$ cat config.mk
export PLATFORM = sky130hd
export DESIGN_NAME = ace_bus_ctrl_flat
export DESIGN_NICKNAME = d
export VERILOG_FILES = /design/src/rtl/ace_bus_pkg.sv /design/src/rtl/ace_bus_if.sv /design/src/rtl/ace_region_decode.sv /design/src/rtl/ace_bus_ctrl.sv /design/src/flat_wrapper.sv
export SDC_FILE = /design/constraint.sdc
export NUM_CORES = 1
export LEC_CHECK = 0
export ABC_CLOCK_PERIOD_IN_PS = 2100
export CAP_MARGIN = 0
export CORE_UTILIZATION = 41
export CTS_CLUSTER_DIAMETER = 100
export CTS_CLUSTER_SIZE = 10
export DETAILED_ROUTE_END_ITERATION = 7
export PLACE_DENSITY = 0.78
export SYNTH_ARGS = -nofsm -noshare
export SYNTH_HDL_FRONTEND = slang
export SYNTH_SLANG_ARGS = --single-unit
$ cat constraint.sdc
create_clock -name clk -period 2.1 [get_ports clk]
set_input_delay 0.21 -clock clk [delete_from_list [all_inputs] [get_ports clk]]
set_output_delay 0.21 -clock clk [all_outputs]
set_load 0.005 [all_outputs]
$ cat src/rtl/ace_bus_pkg.sv
// Shared types and default region map for the ACE bus controller.
// Region 0 sits in the LSBs of every packed parameter.
package ace_bus_pkg;

    typedef enum logic [1:0] {
        IDLE,
        CONTEND,
        WSTATE,
        ACTIVE
    } state_t;

    localparam int CNT_W = 10;
    localparam int DEF_NREG = 6;
    localparam int DEF_TIMEOUT = 1023;

    localparam logic [95:0] DEF_BASE = {
        16'h8000, 16'h4000, 16'h3C00,
        16'h2C00, 16'h2400, 16'h0000
    };
    localparam logic [95:0] DEF_MASK = {
        16'h8000, 16'hC000, 16'hFC00,
        16'hFC00, 16'hFC00, 16'hE000
    };
    localparam logic [23:0] DEF_WS = {
        4'd2, 4'd1, 4'd0, 4'd0, 4'd0, 4'd0
    };
    localparam logic [5:0] DEF_CONTEND = 6'b000110;
    localparam logic [5:0] DEF_RO = 6'b000001;

    function automatic logic is_strobe(
        input logic mreq_n,
        input logic rd_n,
        input logic wr_n
    );
        return !mreq_n && (!rd_n || !wr_n);
    endfunction

endpackage

$ cat src/rtl/ace_bus_if.sv
// CPU/memory side signals of the ACE bus controller.
// master drives the CPU strobes and region data; slave is the controller.
interface ace_bus_if #(
    parameter int NREG = 6
);
    logic [15:0]       cpu_addr;
    logic              mreq_n;
    logic              rd_n;
    logic              wr_n;
    logic              video_active;
    logic [NREG*8-1:0] region_dout;
    logic [NREG-1:0]   region_ce;
    logic              mem_we;
    logic [7:0]        data_to_cpu;
    logic              wait_n;
    logic [2:0]        sel_idx;
    logic              hit;
    logic              timeout_flag;

    modport master (
        output cpu_addr, mreq_n, rd_n, wr_n,
        output video_active, region_dout,
        input  region_ce, mem_we, data_to_cpu,
        input  wait_n, sel_idx, hit, timeout_flag
    );

    modport slave (
        input  cpu_addr, mreq_n, rd_n, wr_n,
        input  video_active, region_dout,
        output region_ce, mem_we, data_to_cpu,
        output wait_n, sel_idx, hit, timeout_flag
    );
endinterface

$ cat src/rtl/ace_region_decode.sv
// Priority address decoder: lowest matching region index wins.
module ace_region_decode
    import ace_bus_pkg::*;
#(
    parameter int NREG = DEF_NREG,
    parameter logic [NREG*16-1:0] REG_BASE = DEF_BASE,
    parameter logic [NREG*16-1:0] REG_MASK = DEF_MASK
) (
    input  logic [15:0] addr,
    output logic        hit,
    output logic [2:0]  idx
);

    always_comb begin
        hit = 1'b0;
        idx = 3'd0;
        // Walk downwards so the lowest match is the last one written.
        for (int i = NREG - 1; i >= 0; i--) begin
            if ((addr & REG_MASK[16*i +: 16]) == REG_BASE[16*i +: 16]) begin
                hit = 1'b1;
                idx = 3'(i);
            end
        end
    end

endmodule

$ cat src/rtl/ace_bus_ctrl.sv
// CPU memory bus controller: region decode, video contention,
// fixed wait states and chip-enable / write-strobe generation.
module ace_bus_ctrl
    import ace_bus_pkg::*;
#(
    parameter int NREG = DEF_NREG,
    parameter logic [NREG*16-1:0] REG_BASE = DEF_BASE,
    parameter logic [NREG*16-1:0] REG_MASK = DEF_MASK,
    parameter logic [NREG*4-1:0] REG_WS = DEF_WS,
    parameter logic [NREG-1:0] REG_CONTEND = DEF_CONTEND,
    parameter logic [NREG-1:0] REG_RO = DEF_RO,
    parameter int CONT_TIMEOUT = DEF_TIMEOUT
) (
    input logic  clk,
    input logic  reset_n,
    ace_bus_if.slave bus
);

    state_t           state;
    logic [2:0]       idx;
    logic             hit_q;
    logic             armed;
    logic [CNT_W-1:0] cont_cnt;
    logic [CNT_W-1:0] cont_nxt;
    logic [3:0]       ws_cnt;
    logic [3:0]       p_ws;
    logic [NREG-1:0]  ce_q;
    logic [NREG-1:0]  p_ce;
    logic             we_q;
    logic             p_we;
    logic             wait_q;
    logic             to_q;
    logic [2:0]       dec_idx;
    logic [2:0]       p_idx;
    logic             dec_hit;
    logic             p_hit;
    logic             strobe;
    logic             go_cont;
    logic             cont_to;
    logic             cont_exit;
    logic             enter_post;

    ace_region_decode #(
        .NREG     (NREG),
        .REG_BASE (REG_BASE),
        .REG_MASK (REG_MASK)
    ) u_dec (
        .addr (bus.cpu_addr),
        .hit  (dec_hit),
        .idx  (dec_idx)
    );

    assign strobe   = is_strobe(bus.mreq_n, bus.rd_n, bus.wr_n);
    assign go_cont  = dec_hit && REG_CONTEND[dec_idx] && bus.video_active;
    assign cont_nxt = cont_cnt + 1'b1;
    assign cont_to  = bus.video_active && (cont_nxt == CNT_W'(CONT_TIMEOUT));
    assign cont_exit = !bus.video_active || cont_to;

    // Region attributes for the access about to leave IDLE/CONTEND.
    assign p_idx = (state == IDLE) ? dec_idx : idx;
    assign p_hit = (state == IDLE) ? dec_hit : hit_q;
    assign p_ws  = p_hit ? REG_WS[{p_idx, 2'b00} +: 4] : 4'd0;
    assign p_we  = p_hit && !bus.wr_n && !REG_RO[p_idx];
    assign p_ce  = p_hit ? (NREG'(1) << p_idx) : '0;

    assign enter_post =
        (state == IDLE && armed && strobe && !go_cont) ||
        (state == CONTEND && !bus.mreq_n && cont_exit);

    always_ff @(posedge clk or negedge reset_n) begin
        if (!reset_n) begin
            state    <= IDLE;
            idx      <= 3'd0;
            hit_q    <= 1'b0;
            armed    <= 1'b0;
            cont_cnt <= '0;
            ws_cnt   <= 4'd0;
            ce_q     <= '0;
            we_q     <= 1'b0;
            wait_q   <= 1'b1;
            to_q     <= 1'b0;
        end else begin
            // A new access needs mreq_n seen high since reset.
            armed <= armed | bus.mreq_n;
            unique case (state)
                IDLE: begin
                    if (armed && strobe) begin
                        idx      <= dec_idx;
                        hit_q    <= dec_hit;
                        cont_cnt <= '0;
                        if (go_cont) begin
                            state  <= CONTEND;
                            wait_q <= 1'b0;
                        end
                    end
                end
                CONTEND: begin
                    if (bus.mreq_n) begin
                        state  <= IDLE;
                        wait_q <= 1'b1;
                    end else begin
                        cont_cnt <= cont_nxt;
                        if (cont_to) to_q <= 1'b1;
                    end
                end
                WSTATE: begin
                    if (bus.mreq_n) begin
                        state  <= IDLE;
                        wait_q <= 1'b1;
                    end else if (ws_cnt == 4'd1) begin
                        state  <= ACTIVE;
                        wait_q <= 1'b1;
                        ce_q   <= p_ce;
                        we_q   <= p_we;
                    end else begin
                        ws_cnt <= ws_cnt - 4'd1;
                    end
                end
                ACTIVE: begin
                    if (bus.mreq_n) begin
                        state <= IDLE;
                        ce_q  <= '0;
                        we_q  <= 1'b0;
                    end else begin
                        we_q <= p_we;
                    end
                end
            endcase
            if (enter_post) begin
                if (p_ws != 4'd0) begin
                    state  <= WSTATE;
                    ws_cnt <= p_ws;
                    wait_q <= 1'b0;
                end else begin
                    state  <= ACTIVE;
                    wait_q <= 1'b1;
                    ce_q   <= p_ce;
                    we_q   <= p_we;
                end
            end
        end
    end

    assign bus.region_ce    = ce_q;
    assign bus.mem_we       = we_q;
    assign bus.wait_n       = wait_q;
    assign bus.sel_idx      = idx;
    assign bus.hit          = hit_q;
    assign bus.timeout_flag = to_q;
    assign bus.data_to_cpu  =
        (state == ACTIVE && hit_q && !bus.rd_n) ?
        bus.region_dout[{idx, 3'b000} +: 8] : 8'hFF;

endmodule

$ cat src/flat_wrapper.sv
// flat-port wrapper written by rule: the top's interface ports become plain ports
module ace_bus_ctrl_flat import ace_bus_pkg::*;
#(
    parameter int NREG = DEF_NREG,
    parameter logic [NREG*16-1:0] REG_BASE = DEF_BASE,
    parameter logic [NREG*16-1:0] REG_MASK = DEF_MASK,
    parameter logic [NREG*4-1:0] REG_WS = DEF_WS,
    parameter logic [NREG-1:0] REG_CONTEND = DEF_CONTEND,
    parameter logic [NREG-1:0] REG_RO = DEF_RO,
    parameter int CONT_TIMEOUT = DEF_TIMEOUT
)
  (clk, reset_n, bus_cpu_addr, bus_mreq_n, bus_rd_n, bus_wr_n, bus_video_active, bus_region_dout, bus_region_ce, bus_mem_we, bus_data_to_cpu, bus_wait_n, bus_sel_idx, bus_hit, bus_timeout_flag);
  ace_bus_if #(.NREG(NREG)) bus_i ();
  input logic clk;
  input logic reset_n;
  input wire logic [$bits(bus_i.cpu_addr)-1:0] bus_cpu_addr;
  input wire logic [$bits(bus_i.mreq_n)-1:0] bus_mreq_n;
  input wire logic [$bits(bus_i.rd_n)-1:0] bus_rd_n;
  input wire logic [$bits(bus_i.wr_n)-1:0] bus_wr_n;
  input wire logic [$bits(bus_i.video_active)-1:0] bus_video_active;
  input wire logic [$bits(bus_i.region_dout)-1:0] bus_region_dout;
  output wire logic [$bits(bus_i.region_ce)-1:0] bus_region_ce;
  output wire logic [$bits(bus_i.mem_we)-1:0] bus_mem_we;
  output wire logic [$bits(bus_i.data_to_cpu)-1:0] bus_data_to_cpu;
  output wire logic [$bits(bus_i.wait_n)-1:0] bus_wait_n;
  output wire logic [$bits(bus_i.sel_idx)-1:0] bus_sel_idx;
  output wire logic [$bits(bus_i.hit)-1:0] bus_hit;
  output wire logic [$bits(bus_i.timeout_flag)-1:0] bus_timeout_flag;
  assign bus_i.cpu_addr = bus_cpu_addr;
  assign bus_i.mreq_n = bus_mreq_n;
  assign bus_i.rd_n = bus_rd_n;
  assign bus_i.wr_n = bus_wr_n;
  assign bus_i.video_active = bus_video_active;
  assign bus_i.region_dout = bus_region_dout;
  assign bus_region_ce = bus_i.region_ce;
  assign bus_mem_we = bus_i.mem_we;
  assign bus_data_to_cpu = bus_i.data_to_cpu;
  assign bus_wait_n = bus_i.wait_n;
  assign bus_sel_idx = bus_i.sel_idx;
  assign bus_hit = bus_i.hit;
  assign bus_timeout_flag = bus_i.timeout_flag;
  ace_bus_ctrl #(.NREG(NREG), .REG_BASE(REG_BASE), .REG_MASK(REG_MASK), .REG_WS(REG_WS), .REG_CONTEND(REG_CONTEND), .REG_RO(REG_RO), .CONT_TIMEOUT(CONT_TIMEOUT)) u_core (.clk(clk), .reset_n(reset_n), .bus(bus_i));
endmodule
==> tab_implementation.tex, run 1 <==
\begin{tabular}{lr}
\hline
Metric & Value \\
\hline
\multicolumn{2}{l}{\textbf{Setup path}} \\
\quad Cell-by-cell listing of the critical path & ha\_2, a21oi\_2, o311a\_1, a311oi\_2, nor4\_2, buf\_4, buf\_8, o31ai\_4, buf\_6, a2bb2oi\_2 \\
\quad Critical Path Source & u\_core.cont\_cnt[1]\$\_DFFE\_PN0P\_ \\
\quad Total stage count of the critical path & 10 \\
\quad Critical path buffers and inverters & 3 \\
\quad Kind of cell adding the most delay to the critical path & compound AO/OA/AOI/OAI gates \\
\quad Category of the critical setup timing path & flip-flop to flip-flop \\
\quad Endpoint type of the worst setup path & flip-flop \\
\quad R2R cell count & 10 \\
\quad Slowest cell on the critical path & sky130\_fd\_sc\_hd\_\_dfrtp\_1 \\
\quad Critical path launch point type & flip-flop \\
\quad Reg-to-reg slack, setup & -0.05 ns \\
\quad WP data arrival & around 2.4 ns \\
\quad Start of the worst register-to-register path & u\_core.cont\_cnt[1]\$\_DFFE\_PN0P\_ \\
\quad Crit-path max cell delay & 0.38 ns \\
\quad Worst EP required & 2.31 ns \\
\quad Peak fanout along the critical path & 5 \\
\multicolumn{2}{l}{\textbf{Final layout}} \\
\quad Fraction of final layout cells sized beyond drive strength 1 & 0.285 \\
\quad Antenna diode instance count & 0 \\
\quad Fin area & between 4000 and 5000 µm² \\
\quad Number of nets in the layout & 494 \\
\quad Area added between synthesis and finish & 63.6\% \\
\multicolumn{2}{l}{\textbf{Logic synthesis}} \\
\quad Top FF cell, synth & sky130\_fd\_sc\_hd\_\_dfrtp\_1 \\
\quad Syn Std Cell Area & 2450 µm² \\
\quad Most common library cells after synthesis & sky130\_fd\_sc\_hd\_\_nand2\_1 (33), sky130\_fd\_sc\_hd\_\_dfrtp\_1 (29), sky130\_fd\_sc\_hd\_\_nor2\_1 (21) \\
\quad Number of distinct standard cells referenced by the synthesized netlist & 60 \\
\quad Sequential area share after synthesis & 0.307 \\
\quad Post-synth top area share & 0.297 \\
\quad Seq cells post-synth & 30 \\
\quad Ys Warns & 0 \\
\quad Synth area leaders & sky130\_fd\_sc\_hd\_\_dfrtp\_1 (30\%), sky130\_fd\_sc\_hd\_\_mux4\_2 (7.4\%), sky130\_fd\_sc\_hd\_\_mux2i\_1 (5.3\%), sky130\_fd\_sc\_hd\_\_nand2\_1 (5.1\%), sky130\_fd\_sc\_hd\_\_ha\_1 (4.1\%) \\
\quad Ys async rst share & 1.00 \\
\quad Syn\_nets & 360 \\
\quad Dominant cell by count in the synthesized netlist & sky130\_fd\_sc\_hd\_\_nand2\_1 \\
\quad Cell type with the highest aggregate area in the netlist & sky130\_fd\_sc\_hd\_\_dfrtp\_1 \\
\quad Number of synthesized flops with an enable pin & 0 \\
\quad Syn Area/Cell & a little under 9 µm² \\
\quad Post-Syn Instances & 282 \\
\multicolumn{2}{l}{\textbf{Timing}} \\
\quad Period Utilization, post-route & 1.02 \\
\quad Smallest setup slack after layout & -0.0476 ns \\
\quad Worst hold-check slack & a little over 0.3 ns \\
\quad Number of endpoints with negative hold slack in the final report & 0 \\
\quad Slew at the pin with the worst max-slew slack & 0.523 ns \\
\quad Clock tree skew after final layout & between 0.002 and 0.003 ns \\
\quad Tmin final & 2.15 ns \\
\quad Relative slew margins & 0.651 \\
\quad Number of pins exceeding their max-slew limit in the final report & 0 \\
\quad Unrepaired setup endpoints after global routing & true \\
\quad Fmax & 466 MHz \\
\quad Number of setup violations in the final report & 7 \\
\multicolumn{2}{l}{\textbf{Clock tree}} \\
\quad Max clock buf depth & 2 \\
\quad Worst-Skew Late Latency & 0.29 ns \\
\quad Root Driver & sky130\_fd\_sc\_hd\_\_clkbuf\_8 \\
\quad Level count of the clock H-tree & 2 \\
\quad CTS tree & done \\
\quad Clk slew on worst S/H paths & 0.07 ns \\
\quad Count of clock tree sinks & 30 \\
\quad Number of buffers created by CTS & 5 \\
\multicolumn{2}{l}{\textbf{Pwr}} \\
\quad Power density over cell area & just over 1000 nW/µm² \\
\quad Leak Pwr & approximately 1.7 nW \\
\quad Worst supply voltage drop on vdd & 0.979 mV \\
\multicolumn{2}{l}{\textbf{Detailed routing}} \\
\quad Count of vias placed by the detailed router & between 2000 and 3000 \\
\quad DRT Pass-1 Iters & 4 \\
\quad Average via count per standard cell & 5.75 \\
\quad Drc violations & 0 \\
\quad Total Wirelength & slightly above 8000 µm \\
\quad Average wire per cell in the routed design & about 17 µm \\
\quad Post-DRT Antenna Nets & 0 \\
\quad Starting DRC count in detailed routing & 96 \\
\multicolumn{2}{l}{\textbf{Global routing}} \\
\quad Total routing resource utilization after global routing & 0.266 \\
\quad Initial antenna violation count & 0 \\
\quad Pin count of the biggest net entering global routing & 31 \\
\quad Residual overflow from global routing & 0 \\
\quad First-pass GRT wire length & between 10000 and 15000 µm \\
\quad Via count of the first global-routing pass & 2776 \\
\multicolumn{2}{l}{\textbf{Floorplanning}} \\
\quad Placement row count & 27 \\
\quad Std-Cell Core Area & 5640 µm² \\
\quad Chip width & 79.3 µm \\
\quad Die boundary height & $\sim$79 µm \\
\quad I/O Pins & 91 \\
\quad Die outline area & between 6000 and 7000 µm² \\
\quad Effective utilization at floorplan & 0.434 \\
\multicolumn{2}{l}{\textbf{Placed design}} \\
\quad IO buf count & 80 \\
\quad Last weighted congestion value of the routability-driven placer & 0.913 \\
\quad Sum of net half-perimeters after detailed placement & 5880 µm \\
\quad Standard cell area after detailed placement & 3660 µm² \\
\multicolumn{2}{l}{\textbf{Run status}} \\
\quad Status & finished with violations \\
\quad Failing checks & setup timing \\
\multicolumn{2}{l}{\textbf{Hold path}} \\
\quad Worst min-delay path class & primary input to async pin \\
\multicolumn{2}{l}{\textbf{Job}} \\
\quad Max-cap check violation count & 0 \\
\hline
\end{tabular}
[final cells by class]
type	count	area, µm²
clock buffers	7	76.3
clock inverters	1	30.0
fillers	423	1640
inverters	13	48.8
multi-input cells	223	1710
flip-flops and latches	30	753
well taps	72	90.1
repair buffers	143	1290
[cells by family after synthesis]
| family | synth area share |
|---|---|
| AND/OR/NAND/NOR | 0.195 |
| AO/OA/AOI/OAI | 0.263 |
| flip-flops | 0.307 |
| buffers and inverters | 0.0481 |
| multiplexers | 0.131 |
| adder cells (fa/ha/maj) | 0.0409 |
| XOR/XNOR | 0.0143 |
[path summary, 6_finish.rpt]
path | to
max | u_core.bus.mem_we$_DFF_PN0_
min | u_core.cont_cnt[3]$_DFFE_PN0P_
max reg2reg | u_core.bus.mem_we$_DFF_PN0_
min reg2reg | u_core.armed$_DFF_PN0_
max in group asynchronous | u_core.bus.wait_n$_DFFE_PN1P_
min in group clk | u_core.armed$_DFF_PN0_
[registers in the layout (all words and copies together), names as in the netlist]
| register | flops |
|---|---|
| u_core.bus.hit | 1 |
| u_core.bus.mem_we | 1 |
| u_core.state | 2 |
| u_core.cont_cnt | 10 |
| u_core.bus.sel_idx | 3 |
| u_core.bus.timeout_flag | 1 |
| u_core.ws_cnt | 4 |
| u_core.bus.wait_n | 1 |
| u_core.armed | 1 |
| u_core.bus.region_ce | 6 |
[through the flow]
step,std cells,util,setup TNS [ns],total power [mW],setup WS [ns]
after detailed placement,467,0.648,-0.588,3.18,-0.124
after CTS,488,0.704,-0.0949,4.00,-0.0305
after global placement,467,0.648,-0.0924,3.12,-0.0257
after floorplan,282,-,0,2.20,0.0313
after global routing,489,0.710,-1.05,4.39,-0.147
final,489,0.710,-0.170,4.10,-0.0476
[layout by cell type, fill, tap and decap left out, types with 3 or more instances in the layout]
master	n
sky130_fd_sc_hd__and3_1	3
sky130_fd_sc_hd__nor2_1	18
sky130_fd_sc_hd__o41ai_1	3
sky130_fd_sc_hd__a21o_1	4
sky130_fd_sc_hd__xnor2_1	3
sky130_fd_sc_hd__clkdlybuf4s50_1	72
sky130_fd_sc_hd__mux4_2	8
sky130_fd_sc_hd__nand3_1	12
sky130_fd_sc_hd__nand4_1	4
sky130_fd_sc_hd__ha_2	3
sky130_fd_sc_hd__nor2_2	3
sky130_fd_sc_hd__o31ai_1	7
sky130_fd_sc_hd__clkbuf_8	5
sky130_fd_sc_hd__o311ai_0	6
sky130_fd_sc_hd__ha_1	3
sky130_fd_sc_hd__buf_4	56
sky130_fd_sc_hd__nand2b_1	3
sky130_fd_sc_hd__nand2_1	33
sky130_fd_sc_hd__nor3_1	3
sky130_fd_sc_hd__buf_6	5
sky130_fd_sc_hd__o21ai_1	3
sky130_fd_sc_hd__dlygate4sd2_1	4
sky130_fd_sc_hd__clkbuf_2	3
sky130_fd_sc_hd__inv_2	3
sky130_fd_sc_hd__a21oi_1	13
sky130_fd_sc_hd__inv_1	10
sky130_fd_sc_hd__mux2i_1	13
sky130_fd_sc_hd__o21ai_0	17
sky130_fd_sc_hd__dfrtp_1	28
[what timing repair did]
item / 4_1_cts / 5_1_grt
setup buffers: 13 / 1
pin swaps: 11 / 3
endpoints found under the setup margin: 21 / 24
hold buffers: 0 / 0
resized for setup: 40 / 18
[layer usage]
metal | track usage | share of wire
met5 | 0 | 0
met4 | 0.0927 | 0.015
met3 | 0.0586 | 0.081
met2 | 0.485 | 0.49
met1 | 0.304 | 0.41
[power breakdown]
part	switching, mW	internal [mW]
clock	0.229	0.355
combinational	1.27	1.36
sequential	0.147	0.737
No activity file was read; power rests on OpenSTA's default activity.
==> run 2: changes to the inputs <==
ABC_CLOCK_PERIOD_IN_PS = 2300   (was 2100)
CORE_UTILIZATION = 45   (was 41)
CTS_CLUSTER_SIZE = default   (was 10)
PLACE_DENSITY = 0.81   (was 0.78)
clock period = 2.3 ns   (was 2.1 ns; I/O delays follow)
==> run 2 against run 1 <==
Effect of this change:
- the run now ends clean
- global-route usage fell by 2.3 points
- maximum frequency fell by 2.6%
- largest power group unchanged
- via count fell by 6.0%
- critical path depth fell by 2
- die area fell by 8.7%
- sequential power fell by 7.1%
- flip-flop and latch count did not move
- highest routed layer unchanged
- clock power fell by 14%
- hold slack improved by 0.027 ns
- cell count fell by 8.4%
- combinational power fell by 23%
- non-clock buffer count fell by 39
==> tab_implementation.tex, run 2 (synthesized netlist as in run 1, its figures left out) <==
\begin{tabular}{lr}
\hline
Metric & Value \\
\hline
\multicolumn{2}{l}{\textbf{Placed design}} \\
\quad IO buf count & 80 \\
\quad Sum of net half-perimeters after detailed placement & 5280 µm \\
\quad Last weighted congestion value of the routability-driven placer & 0.893 \\
\quad Dpl cells & around 440 \\
\multicolumn{2}{l}{\textbf{Final layout}} \\
\quad Fraction of final layout cells sized beyond drive strength 1 & 0.153 \\
\quad Register with the most flip-flops & u\_core.cont\_cnt \\
\quad Area added between synthesis and finish & 48.9\% \\
\quad Number of flip-flops in the largest register & 10 \\
\quad Final cell count without fillers & roughly 450 \\
\quad Core utilization of the finished layout & 0.705 \\
\quad Most common cell after layout, fill and taps aside & sky130\_fd\_sc\_hd\_\_clkdlybuf4s50\_1 \\
\quad Fill cell instance count of the final layout & between 300 and 400 \\
\quad Number of nets in the layout & 455 \\
\quad Area occupied by registers & approximately 750 µm² \\
\quad Antenna diode instance count & 0 \\
\quad Area of combinational cells with multiple inputs & 1630 µm² \\
\quad Highest-count cells in the layout ignoring fill and taps & sky130\_fd\_sc\_hd\_\_clkdlybuf4s50\_1 (72), sky130\_fd\_sc\_hd\_\_nand2\_1 (33), sky130\_fd\_sc\_hd\_\_dfrtp\_1 (27), sky130\_fd\_sc\_hd\_\_buf\_4 (23), sky130\_fd\_sc\_hd\_\_nor2\_1 (21) \\
\multicolumn{2}{l}{\textbf{Setup path}} \\
\quad Endpoint type of the worst setup path & flip-flop \\
\quad R2R cell count & 8 \\
\quad WP data arrival & between 2 and 2.5 ns \\
\quad Reg-to-reg slack, setup & 0.1 ns \\
\quad Peak fanout along the critical path & 8 \\
\quad Worst reg2reg endpoint & u\_core.bus.mem\_we\$\_DFF\_PN0\_ \\
\quad Start of the worst register-to-register path & u\_core.cont\_cnt[0]\$\_DFFE\_PN0P\_ \\
\quad Worst EP required & 2.51 ns \\
\quad Critical path launch point type & flip-flop \\
\quad Category of the critical setup timing path & flip-flop to flip-flop \\
\multicolumn{2}{l}{\textbf{Global routing}} \\
\quad Pin count of the biggest net entering global routing & 31 \\
\quad First-pass GRT wire length & $\sim$11000 µm \\
\quad Via count of the first global-routing pass & between 2000 and 2500 \\
\quad Total routing resource utilization after global routing & 0.243 \\
\quad Initial antenna violation count & 0 \\
\quad Residual overflow from global routing & 0 \\
\multicolumn{2}{l}{\textbf{Pwr}} \\
\quad Worst supply voltage drop on vdd & 0.780 mV \\
\quad Power density over cell area & 918 nW/µm² \\
\quad Post-layout total power & 3.35 mW \\
\quad Leak Pwr & 1.50 nW \\
\multicolumn{2}{l}{\textbf{Timing}} \\
\quad Slew at the pin with the worst max-slew slack & 0.661 ns \\
\quad Number of pins exceeding their max-slew limit in the final report & 0 \\
\quad Fmax & 454 MHz \\
\quad Relative slew margins & 0.558 \\
\quad Tmin final & 2.20 ns \\
\quad Clock tree skew after final layout & 0.00524 ns \\
\quad Period Utilization, post-route & 0.958 \\
\quad Number of endpoints with negative hold slack in the final report & 0 \\
\quad Number of setup violations in the final report & 0 \\
\multicolumn{2}{l}{\textbf{Floorplanning}} \\
\quad Chip width & 75.7 µm \\
\quad I/O Pins & 91 \\
\quad Effective utilization at floorplan & 0.473 \\
\quad Die outline area & 5740 µm² \\
\quad Std-Cell Core Area & 5170 µm² \\
\quad Placement row count & 26 \\
\quad Die boundary height & $\sim$76 µm \\
\multicolumn{2}{l}{\textbf{Clock tree}} \\
\quad Count of clock tree sinks & 30 \\
\quad Clk slew on worst S/H paths & 0.07 ns \\
\quad Worst-Skew Late Latency & around 0.28 ns \\
\quad Number of buffers added to fix hold violations after cts & 0 \\
\quad CTS tree & done \\
\quad Root Driver & sky130\_fd\_sc\_hd\_\_clkbuf\_8 \\
\quad Level count of the clock H-tree & 2 \\
\quad Number of buffers created by CTS & 5 \\
\quad Max clock buf depth & 2 \\
\multicolumn{2}{l}{\textbf{Detailed routing}} \\
\quad Average via count per standard cell & 5.90 \\
\quad Average wire per cell in the routed design & approximately 16 µm \\
\quad Drc violations & 0 \\
\quad Starting DRC count in detailed routing & approximately 150 \\
\quad Count of vias placed by the detailed router & around 2600 \\
\quad Total Wirelength & just over 7000 µm \\
\quad Post-DRT Antenna Nets & 0 \\
\quad DRT Pass-1 Iters & 5 \\
\multicolumn{2}{l}{\textbf{Run status}} \\
\quad Status & finished clean \\
\multicolumn{2}{l}{\textbf{Hold path}} \\
\quad Worst min-delay path class & primary input to async pin \\
\multicolumn{2}{l}{\textbf{Job}} \\
\quad Max-cap check violation count & 0 \\
\hline
\end{tabular}
## run 2: changes by cell type in the layout (fill, tap and decap cells not counted), moves of 3 or more
cell / change
sky130_fd_sc_hd__nor2_1: +3
sky130_fd_sc_hd__inv_1: +3
sky130_fd_sc_hd__buf_6: -5
sky130_fd_sc_hd__dlygate4sd2_1: -4
sky130_fd_sc_hd__clkbuf_2: -3
sky130_fd_sc_hd__clkbuf_8: +3
sky130_fd_sc_hd__buf_4: -33
sky130_fd_sc_hd__ha_1: +4
sky130_fd_sc_hd__nor2_2: -3
sky130_fd_sc_hd__inv_2: -3
sky130_fd_sc_hd__ha_2: -3
sky130_fd_sc_hd__dlymetal6s2s_1: +8
## run 2: worst max path at each step
stage / from / to / cells past startpoint
after floorplan: u_core.cont_cnt[0]$_DFFE_PN0P_ / u_core.ws_cnt[0]$_DFF_PN0_ / 9
after detailed placement: u_core.cont_cnt[0]$_DFFE_PN0P_ / u_core.state[0]$_DFFE_PN0P_ / 8
after global routing: u_core.cont_cnt[0]$_DFFE_PN0P_ / u_core.bus.mem_we$_DFF_PN0_ / 8
after CTS: u_core.bus.sel_idx[0]$_DFFE_PN0P_ / bus_data_to_cpu[2] / 5
after global placement: u_core.cont_cnt[0]$_DFFE_PN0P_ / u_core.bus.region_ce[3]$_DFF_PN0_ / 8
final: u_core.cont_cnt[0]$_DFFE_PN0P_ / u_core.bus.mem_we$_DFF_PN0_ / 8
## run 2: worst max-delay path: stages (launching register included)
cell and delay [ns]:
sky130_fd_sc_hd__dfrtp_2 0.41, sky130_fd_sc_hd__ha_4 0.20, sky130_fd_sc_hd__a21oi_1 0.05, sky130_fd_sc_hd__o311a_1 0.34, sky130_fd_sc_hd__a311oi_2 0.31, sky130_fd_sc_hd__nor4_4 0.07, sky130_fd_sc_hd__buf_4 0.17, sky130_fd_sc_hd__o31ai_4 0.36
sky130_fd_sc_hd__a2bb2oi_1 0.22
## run 2: what timing repair did
action,in CTS,in global routing
buffers inserted,4,0
pin swaps,0,2
resized for setup,2,16
endpoints found under the setup margin,10,18
## run 2: routing by layer
metal  share of wire  GRT usage  routed length [µm]  vias to the layer above
met5               0          0                   0                        -
met4           0.014     0.0761                 103                        0
met3            0.10     0.0529                 728                       11
met2            0.46      0.427                3310                      124
met1            0.42      0.297                3010                     1248
li1                -          -                   -                     1260
## run 2: report_power, final
part / leakage (nW) / switching (mW) / internal, mW
clock: 0.0575 / 0.202 / 0.302
sequential: 0.389 / 0.146 / 0.674
combinational: 1.06 / 1.02 / 1.00
total: 1.50 / 1.37 / 1.98
## run 2: layout make-up
cell class / instances / area share
multi-input cells: 223 / 0.447
clock buffers: 8 / 0.0302
well taps: 70 / 0.0240
inverters: 13 / 0.0134
repair buffers: 104 / 0.278
flip-flops and latches: 30 / 0.207
## run 2: through the flow
| step | setup slack [ns] | hold slack, ns | setup TNS (ns) | instance area [µm²] |
|---|---|---|---|---|
| after detailed placement | 0.0350 | 0.450 | 0 | 3440 |
| after floorplan | 0.231 | -0.0656 | 0 | 2450 |
| after global placement | 0.0834 | 0.441 | 0 | 3440 |
| after CTS | 0.00273 | 0.346 | 0 | 3580 |
| after global routing | -0.0284 | 0.392 | -0.0310 | 3640 |
| final | 0.0961 | 0.339 | 0 | 3640 |
